`src/rtl/change_dispenser_if.sv`:
```
// Signal bundle between the change dispenser (slave side) and the controller
// plus coin-ejection mechanism that drive it (master side).
interface change_dispenser_if #(
    parameter int WIDTH = 5
);
    logic             start;
    logic [WIDTH-1:0] change;
    logic             coinAck;
    logic             coinReq;
    logic [1:0]       coinSel;
    logic             busy;
    logic             done;
    logic [WIDTH-1:0] coinCount;
    logic [WIDTH-1:0] remaining;
    logic             fault;

    modport slave (
        input  start,
        input  change,
        input  coinAck,
        output coinReq,
        output coinSel,
        output busy,
        output done,
        output coinCount,
        output remaining,
        output fault
    );

    modport master (
        output start,
        output change,
        output coinAck,
        input  coinReq,
        input  coinSel,
        input  busy,
        input  done,
        input  coinCount,
        input  remaining,
        input  fault
    );
endinterface

```
`src/rtl/change_dispenser.sv`:
```
// Pays out a latched change amount one coin at a time using greedy denomination
// selection and a four-phase req/ack handshake, with a sticky ack-timeout fault.
module change_dispenser #(
    parameter int WIDTH       = 5,
    parameter int D0_VAL      = 10,
    parameter int D1_VAL      = 5,
    parameter int D2_VAL      = 2,
    parameter int D3_VAL      = 1,
    parameter int ACK_TIMEOUT = 1000
) (
    input  logic               clk,
    input  logic               reset,
    change_dispenser_if.slave  bus
);

    localparam int TW = (ACK_TIMEOUT > 1) ? $clog2(ACK_TIMEOUT) : 1;
    localparam logic [TW-1:0]    TIMER_LAST = TW'(ACK_TIMEOUT - 1);
    localparam logic [WIDTH-1:0] V0 = WIDTH'(D0_VAL);
    localparam logic [WIDTH-1:0] V1 = WIDTH'(D1_VAL);
    localparam logic [WIDTH-1:0] V2 = WIDTH'(D2_VAL);
    localparam logic [WIDTH-1:0] V3 = WIDTH'(D3_VAL);

    typedef enum logic [2:0] {
        ST_IDLE,
        ST_SELECT,
        ST_REQ,
        ST_GAP,
        ST_DONE,
        ST_FAULT
    } state_t;

    state_t           state_q, state_d;
    logic             start_q, start_d;
    logic [WIDTH-1:0] change_q, change_d;
    logic             coin_req_q, coin_req_d;
    logic [1:0]       coin_sel_q, coin_sel_d;
    logic             busy_q, busy_d;
    logic             done_q, done_d;
    logic [WIDTH-1:0] count_q, count_d;
    logic [WIDTH-1:0] remaining_q, remaining_d;
    logic             fault_q, fault_d;
    logic [TW-1:0]    timer_q, timer_d;

    function automatic logic [1:0] pick_coin(input logic [WIDTH-1:0] amt);
        if (amt >= V0)      return 2'd0;
        else if (amt >= V1) return 2'd1;
        else if (amt >= V2) return 2'd2;
        else                return 2'd3;
    endfunction

    function automatic logic [WIDTH-1:0] coin_value(input logic [1:0] sel);
        case (sel)
            2'd0:    return V0;
            2'd1:    return V1;
            2'd2:    return V2;
            default: return V3;
        endcase
    endfunction

    always_ff @(posedge clk) begin
        if (reset) begin
            state_q     <= ST_IDLE;
            start_q     <= 1'b0;
            change_q    <= '0;
            coin_req_q  <= 1'b0;
            coin_sel_q  <= 2'd0;
            busy_q      <= 1'b0;
            done_q      <= 1'b0;
            count_q     <= '0;
            remaining_q <= '0;
            fault_q     <= 1'b0;
            timer_q     <= '0;
        end else begin
            state_q     <= state_d;
            start_q     <= start_d;
            change_q    <= change_d;
            coin_req_q  <= coin_req_d;
            coin_sel_q  <= coin_sel_d;
            busy_q      <= busy_d;
            done_q      <= done_d;
            count_q     <= count_d;
            remaining_q <= remaining_d;
            fault_q     <= fault_d;
            timer_q     <= timer_d;
        end
    end

    always_comb begin
        state_d     = state_q;
        start_d     = 1'b0;
        change_d    = change_q;
        coin_sel_d  = coin_sel_q;
        count_d     = count_q;
        remaining_d = remaining_q;
        timer_d     = timer_q;

        // start and change are captured only while idle; the capture register adds one cycle
        // before SELECT so a start at edge N reaches SELECT at N+1.
        if (state_q == ST_IDLE && bus.start) begin
            start_d  = 1'b1;
            change_d = bus.change;
        end

        case (state_q)
            ST_IDLE: begin
                if (start_q) begin
                    remaining_d = change_q;
                    count_d     = '0;
                    state_d     = ST_SELECT;
                end
            end
            ST_SELECT: begin
                if (remaining_q == '0) begin
                    state_d = ST_DONE;
                end else begin
                    coin_sel_d = pick_coin(remaining_q);
                    timer_d    = '0;
                    state_d    = ST_REQ;
                end
            end
            ST_REQ: begin
                if (bus.coinAck) begin
                    remaining_d = remaining_q - coin_value(coin_sel_q);
                    count_d     = count_q + WIDTH'(1);
                    state_d     = ST_GAP;
                end else if (timer_q == TIMER_LAST) begin
                    state_d = ST_FAULT;
                end else begin
                    timer_d = timer_q + TW'(1);
                end
            end
            ST_GAP: begin
                if (!bus.coinAck) begin
                    state_d = ST_SELECT;
                end
            end
            ST_DONE:  state_d = ST_IDLE;
            ST_FAULT: state_d = ST_FAULT;
            default:  state_d = ST_IDLE;
        endcase

        // Outputs are registered from the next state so they line up with the state register.
        coin_req_d = (state_d == ST_REQ);
        busy_d     = (state_d != ST_IDLE) && (state_d != ST_FAULT);
        done_d     = (state_d == ST_DONE);
        fault_d    = fault_q || (state_d == ST_FAULT);
    end

    assign bus.coinReq   = coin_req_q;
    assign bus.coinSel   = coin_sel_q;
    assign bus.busy      = busy_q;
    assign bus.done      = done_q;
    assign bus.coinCount = count_q;
    assign bus.remaining = remaining_q;
    assign bus.fault     = fault_q;

    a_sel_stable: assert property (@(posedge clk) disable iff (reset)
        (coin_req_q && !bus.coinAck && timer_q != TIMER_LAST) |=> (coin_req_q && $stable(coin_sel_q)));
    a_done_pulse: assert property (@(posedge clk) disable iff (reset) done_q |=> !done_q);
    a_fault_sticky: assert property (@(posedge clk) disable iff (reset) fault_q |=> fault_q);

endmodule
```
`src/flat_wrapper.sv`:
```
// flat-port wrapper written by rule: the top's interface ports become plain ports
module change_dispenser_flat 
#(
    parameter int WIDTH       = 5,
    parameter int D0_VAL      = 10,
    parameter int D1_VAL      = 5,
    parameter int D2_VAL      = 2,
    parameter int D3_VAL      = 1,
    parameter int ACK_TIMEOUT = 1000
)
  (clk, reset, bus_start, bus_change, bus_coinAck, bus_coinReq, bus_coinSel, bus_busy, bus_done, bus_coinCount, bus_remaining, bus_fault);
  change_dispenser_if #(.WIDTH(WIDTH)) bus_i ();
  input  logic clk;
  input  logic reset;
  input wire logic [$bits(bus_i.start)-1:0] bus_start;
  input wire logic [$bits(bus_i.change)-1:0] bus_change;
  input wire logic [$bits(bus_i.coinAck)-1:0] bus_coinAck;
  output wire logic [$bits(bus_i.coinReq)-1:0] bus_coinReq;
  output wire logic [$bits(bus_i.coinSel)-1:0] bus_coinSel;
  output wire logic [$bits(bus_i.busy)-1:0] bus_busy;
  output wire logic [$bits(bus_i.done)-1:0] bus_done;
  output wire logic [$bits(bus_i.coinCount)-1:0] bus_coinCount;
  output wire logic [$bits(bus_i.remaining)-1:0] bus_remaining;
  output wire logic [$bits(bus_i.fault)-1:0] bus_fault;
  assign bus_i.start = bus_start;
  assign bus_i.change = bus_change;
  assign bus_i.coinAck = bus_coinAck;
  assign bus_coinReq = bus_i.coinReq;
  assign bus_coinSel = bus_i.coinSel;
  assign bus_busy = bus_i.busy;
  assign bus_done = bus_i.done;
  assign bus_coinCount = bus_i.coinCount;
  assign bus_remaining = bus_i.remaining;
  assign bus_fault = bus_i.fault;
  change_dispenser #(.WIDTH(WIDTH), .D0_VAL(D0_VAL), .D1_VAL(D1_VAL), .D2_VAL(D2_VAL), .D3_VAL(D3_VAL), .ACK_TIMEOUT(ACK_TIMEOUT)) u_core (.clk(clk), .reset(reset), .bus(bus_i));
endmodule
```
`config.mk`:
```
export PLATFORM = sky130hd
export DESIGN_NAME = change_dispenser_flat
export DESIGN_NICKNAME = d
export VERILOG_FILES = /design/src/rtl/change_dispenser_if.sv /design/src/rtl/change_dispenser.sv /design/src/flat_wrapper.sv
export SDC_FILE = /design/constraint.sdc
export NUM_CORES = 1
export LEC_CHECK = 0
export ABC_AREA = 1
export CAP_MARGIN = 20
export CORE_MARGIN = 2
export CORE_UTILIZATION = 49
export CTS_CLUSTER_SIZE = 8
export DETAILED_ROUTE_END_ITERATION = 6
export GPL_ROUTABILITY_DRIVEN = 0
export PLACE_DENSITY_LB_ADDON = 0.12
export SLEW_MARGIN = 20
export SYNTH_ARGS = -nofsm -noshare
export SYNTH_HDL_FRONTEND = slang
export SYNTH_SLANG_ARGS = --single-unit
```
`constraint.sdc`:
```
create_clock -name clk -period 1.6 [get_ports clk]
set_clock_uncertainty 0.1 [all_clocks]
set_input_delay 0.24 -clock clk [delete_from_list [all_inputs] [get_ports clk]]
set_output_delay 0.24 -clock clk [all_outputs]
set_load 0.05 [all_outputs]
```
Yosys cells after proc, flatten, opt, wreduce, memory -nomap -nowiden
Cells that the tools add are included.
- mux-type cells: 23
- $add $sub $neg: 3
- equal/unequal tests: 16
- magnitude comparators: 3
- bitwise logic cells: 1
- reduce and logical (&&, ||, !) cells: 12
- operator list (cell ; count):
    10-bit 2-to-1 mux ; 3
    5-bit 2-to-1 mux ; 6
    10-bit one-hot mux with 2 select lines ; 1
    5-bit one-hot mux with 2 select lines ; 2
    3-bit 2-to-1 mux ; 5
    3-bit one-hot mux with 5 select lines ; 1
    4-bit one-hot mux with 3 select lines ; 1
    10-bit by 1-bit adder with 10-bit output, second input constant ; 1
    10-bit == test, second input constant ; 1
    3-bit by 2-bit == test with 1-bit output, second input constant ; 3
    3-bit == test, second input constant ; 3
    2-bit != test, second input constant ; 4
    5-bit by 1-bit adder with 5-bit output, second input constant ; 1
    5-bit by 2-bit >= comparator with 1-bit output, second input constant ; 1
    5-bit by 3-bit >= comparator with 1-bit output, second input constant ; 1
    5-bit by 4-bit >= comparator with 1-bit output, second input constant ; 1
    5-bit logical NOT ; 1
    5-bit subtractor ; 1
    2-bit 2-to-1 mux ; 2
    4-bit AND reduction ; 1
    2-bit nonzero test ; 2
    3-bit by 1-bit == test with 1-bit output, second input constant ; 1
    3-bit logical NOT ; 1
    3-bit != test, second input constant ; 1
    11 further kinds ; 13
- input bits: 9
- output and inout port bits: 16
- bits in registers: 35

Longest topological paths before layout
- depth after elaboration: 7
- mapped depth: 11

Worst setup path before layout
Ideal clock, no wire load.
- path type: register -> register
- start: reg u_core.coin_sel_q[0], in the netlist u_core.bus.coinSel[0]
- end: reg u_core.remaining_q[2], in the netlist u_core.bus.remaining[2]
- required time: 1.378 ns
- slack: -0.445 ns
- setup time: 0.122 ns
- data arrival time: 1.822 ns
- cell stages (with the launch flop): 7
- cell sequence: dfxtp_1 ha_1 inv_1 fa_1 or2_2 nand3_1 a31oi_1
- word-level cells in the longest chain between the ends: 7
- elaborated cells between the ends (all ways): 9
- those cells by class: 1 x add/sub; 2 x eq/ne; 5 x mux; 1 x reduce/logical
- RTL lines (item ; line ; text):
    start, declared ; change_dispenser.sv:36 ; logic [1:0] coin_sel_q, coin_sel_d;
    start signal, assigned ; change_dispenser.sv:78 ; coin_sel_q <= coin_sel_d;
    2-bit == test, or another cell as far along ; change_dispenser.sv:52 ; case (sel)
    4-bit one-hot mux with 3 select lines * ; change_dispenser.sv:52 ;
    5-bit 2-to-1 mux * ; change_dispenser.sv:122 ; if (bus.coinAck) begin
    5-bit 2-to-1 mux * ; change_dispenser.sv:104 ; case (state_q)
    5-bit subtractor * ; change_dispenser.sv:123 ; remaining_d = remaining_q - coin_value(coin_sel_q);
    5-bit 2-to-1 mux * ; change_dispenser.sv:122 ;
    5-bit one-hot mux with 2 select lines * ; change_dispenser.sv:104 ;
    end signal, assigned ; change_dispenser.sv:82 ; remaining_q <= remaining_d;
    end, declared ; change_dispenser.sv:40 ; logic [WIDTH-1:0] remaining_q, remaining_d;
Mark *: on every way between the ends. The rest lies on a longest branch, timed or not. The select of a mux whose other input is x is not followed.
A chain may end at the register's enable or synchronous reset.

Final worst setup path
- start: reg u_core.remaining_q[0], in the netlist u_core.bus.remaining[0]
- end: reg u_core.remaining_q[4], in the netlist u_core.bus.remaining[4]
- word-level cells in the longest chain between the ends: 3
- RTL lines (item ; line):
    5-bit subtractor ; change_dispenser.sv:123
    5-bit 2-to-1 mux ; change_dispenser.sv:122
    5-bit one-hot mux with 2 select lines ; change_dispenser.sv:104
Every way passes these cells. The select of a mux whose other input is x is not followed.

==> flow_metrics.tcl <==
set metrics [dict create \
    drt-total-wl_um 4729 \
    vias 1926 \
    numCtsBuffers 5 \
    syn-num-nets 299 \
    core_um2 3661 \
    nets 354 \
    route.met2.wl_um 2276 \
    drt-met1-wl_um 2222 \
    crit_arrival_ns 1.71 \
    fin_crit_sh 0.9842 \
    status "finished, final reports clean" \
    worstHoldEndpoint "u_core.change_q[2]" \
    cap_violations 0 \
    synth.area.top_cells "dfxtp_1 38%, nand2_1 14%, inv_1 8.3%, nor2_1 7.5%, a21oi_1 6.2%" \
    timing.final.ws_setup_ns 0.02525 \
    rows 22 \
    synth_cell_type_count 26 \
    setup_violations 0 \
    cts.reportedPaths.clkPinSlew_ns 0.07 \
    leakagePower_nw 1.195 \
    yosysWarnings 0 \
    instances_no_fill 387 \
    cp_max_fo 3 \
    finalPower_mw 3.198 \
    tns_ns 0 \
    pwr-share-comb 0.434 \
    regToRegEndpoint "u_core.bus.remaining[4]" \
    hp-class "flop to flop" \
    netlist_area_um2 1862 \
    grt_overflow_total 0 \
    grt_max_degree 15 \
    ant_nets 0 \
    final_max_slew_viol_count 0 \
    rsz0062_at_grt "yes" \
    tightest_slew_ns 0.2575 \
    required_ns 1.74 \
    viasPerCell 4.977 \
    synthCells 283 \
    stdcell_area_um2 2664 \
    drive_above_1_share 0.2655 \
    worst_r2r_path_depth 11 \
    design.die.area_um2 4309 \
    wl_met3_um 146 \
    root_buffer "clkbuf_8" \
    grt_pass1_wl_um 7610 \
    io_pins 25 \
    dp_worst_setup_slack_ns -0.1174 \
    rr_startpoint "u_core.bus.remaining[0]" \
    powerDensity_nw_per_um2 1201 \
    ys_ff_latch 35 \
    die_h_um 65.64 \
    port_buffers 24 \
    p_seq_frac 0.343 \
    fin_hold_ws_ns 0.3460 \
    area_delta_synth_final_pct 43.08 \
    avgRoutedWirePerCell_um 12.22 \
    r2r_slack_ns 0.03 \
    critPathCaptureType "flop" \
    antenna_found_initial 0 \
    min_period_ns 1.575 \
    cts_sinks 35 \
    start_kind "flop" \
    htree_levels 2 \
    start_util 0.5085 \
    hold_depth 2 \
    yosysTopAreaCell "dfxtp_1" \
    dpl.cell_count 371 \
    ir_worst_vdd_uv 818.1 \
    crit_type "flop to flop" \
    diodes 0 \
    cts_buffer_depth 2 \
    synth_seq_area_share 0.3763 \
    syn_area_per_cell_um2 6.579 \
    switchingPower_mw 1.235 \
    dr.max_layer_used "met4" \
    postLayoutCoreUtil 0.7276 \
    drc_errors 0 \
    dr.pass1.iters 4 \
    min_from "u_core.change_q[2]" \
    grt_pass1_vias 1788 \
    hpwl_um 3455 \
    fmax_mhz 635.0 \
    drt_first_iter_violations 119 \
    hold_viol 0 \
    placed_cell_area_um2 2415 \
    p_clk_frac 0.223 \
    sw_frac_of_total 0.3861 \
    die_w_um 65.64 \
    relSlewSlack 0.8265 \
    insertion_delay_ns 0.29 \
    power.internal_mw 1.963 \
    grt_util_all_layers 0.2324 \
    synth_top_area_frac 0.3763 \
    cts_tree "built" \
]
==> power by group through the flow <==
stage	Sequential [mW]	Combinational (mW)	Clock, mW
after global routing	1.11	1.53	0.758
final	1.10	1.39	0.713
after floorplan	1.31	0.603	0
after global placement	1.11	1.25	0
after CTS	1.09	1.28	0.723
after detailed placement	1.11	1.26	0
==> sequential cells by signal, indices dropped and copies added (netlist names) <==
register	cells
u_core.bus.done	1
u_core.bus.busy	1
u_core.bus.coinReq	1
u_core.bus.coinCount	5
u_core.timer_q	10
u_core.change_q	5
u_core.bus.coinSel	2
u_core.bus.fault	1
u_core.bus.remaining	5
u_core.state_q	3
u_core.start_q	1
==> what timing repair did <==
action / in CTS / in global routing
setup endpoints to repair: 4 / 24
hold buffers: 0 / 0
setup buffers: 0 / 7
pin swaps: 0 / 12
resized for setup: 2 / 26
gates cloned: 0 / 1
==> critical path: stages, from the launching register on <==
cell	delay, ns
dfxtp_4	0.36
inv_4	0.06
ha_4	0.11
inv_2	0.04
fa_2	0.38
nand3_2	0.08
nand2_1	0.06
nand2_1	0.05
nand3_1	0.07
o211ai_1	0.08
nand3_1	0.08
inv_1	0.05
==> cells in the mapped netlist <==
master / count
nand3_1: 20
fa_1: 1
nand2_1: 68
a21oi_1: 23
xor2_1: 1
a31oi_1: 2
buf_6: 1
o21ai_0: 19
inv_2: 2
nand2_2: 2
nand3b_1: 1
and2_1: 1
nor3_1: 6
dfxtp_1: 35
inv_1: 41
a211oi_1: 1
and3_1: 2
ha_1: 6
nor2_1: 37
o211ai_1: 1
nor3_4: 1
or2_2: 1
nand4_1: 4
buf_4: 2
or2_1: 1
clkbuf_1: 4
==> worst max path at each step <==
stage	start	to	slack, ns	cells after the start
after detailed placement	bus_coinAck	u_core.timer_q[7]	-0.12	10
after CTS	u_core.timer_q[1]	u_core.timer_q[7]	0.01	10
after floorplan	u_core.bus.coinSel[0]	u_core.bus.remaining[2]	-0.02	6
after global placement	bus_coinAck	u_core.timer_q[7]	-0.08	10
final	u_core.bus.remaining[0]	u_core.bus.remaining[4]	0.03	11
after global routing	u_core.bus.remaining[0]	u_core.bus.remaining[4]	-0.08	11
==> placed cells by master (no fill, tap or decap), types with 3 or more instances in the layout <==
cell | netlist | layout
nand3_2 | 0 | 3
nor2_1 | 37 | 33
nor2_2 | 0 | 3
buf_4 | 2 | 34
o21ai_0 | 19 | 18
dfxtp_2 | 0 | 9
buf_12 | 0 | 10
a21oi_1 | 23 | 21
clkbuf_8 | 0 | 7
clkdlybuf4s50_1 | 0 | 8
dfxtp_1 | 35 | 24
inv_1 | 41 | 37
nand2_2 | 2 | 3
nor3_1 | 6 | 6
ha_1 | 6 | 4
nand3_1 | 20 | 16
inv_2 | 2 | 4
nand2_1 | 68 | 66
nand4_1 | 4 | 4
==> cell type report <==
cell class / instances / area [µm²]
multi-input combinational: 199 / 1060
fill: 291 / 997.2
sequential: 35 / 719.4
timing repair buffer: 54 / 558.0
inverter: 43 / 166.4
clock buffer: 8 / 100.1
tap: 48 / 60.06
==> per-layer routing <==
layer  vias up  GRT usage
met1       879     0.2935
met2        28     0.3725
li1       1011          -
met5         -          0
met3         8    0.05651
met4         0     0.1068
==> kinds of logic (layout without fill, tap and decap cells) <==
group	count (synthesis)	count (layout)	synth area share
simple gates	144	145	0.3313
flops	35	35	0.3763
compound gates	46	46	0.1277
buf+inv	50	105	0.1089
fa+ha+maj	7	7	0.05107
xor+xnor	1	1	0.004705
No activity file was read; power rests on OpenSTA's default activity.
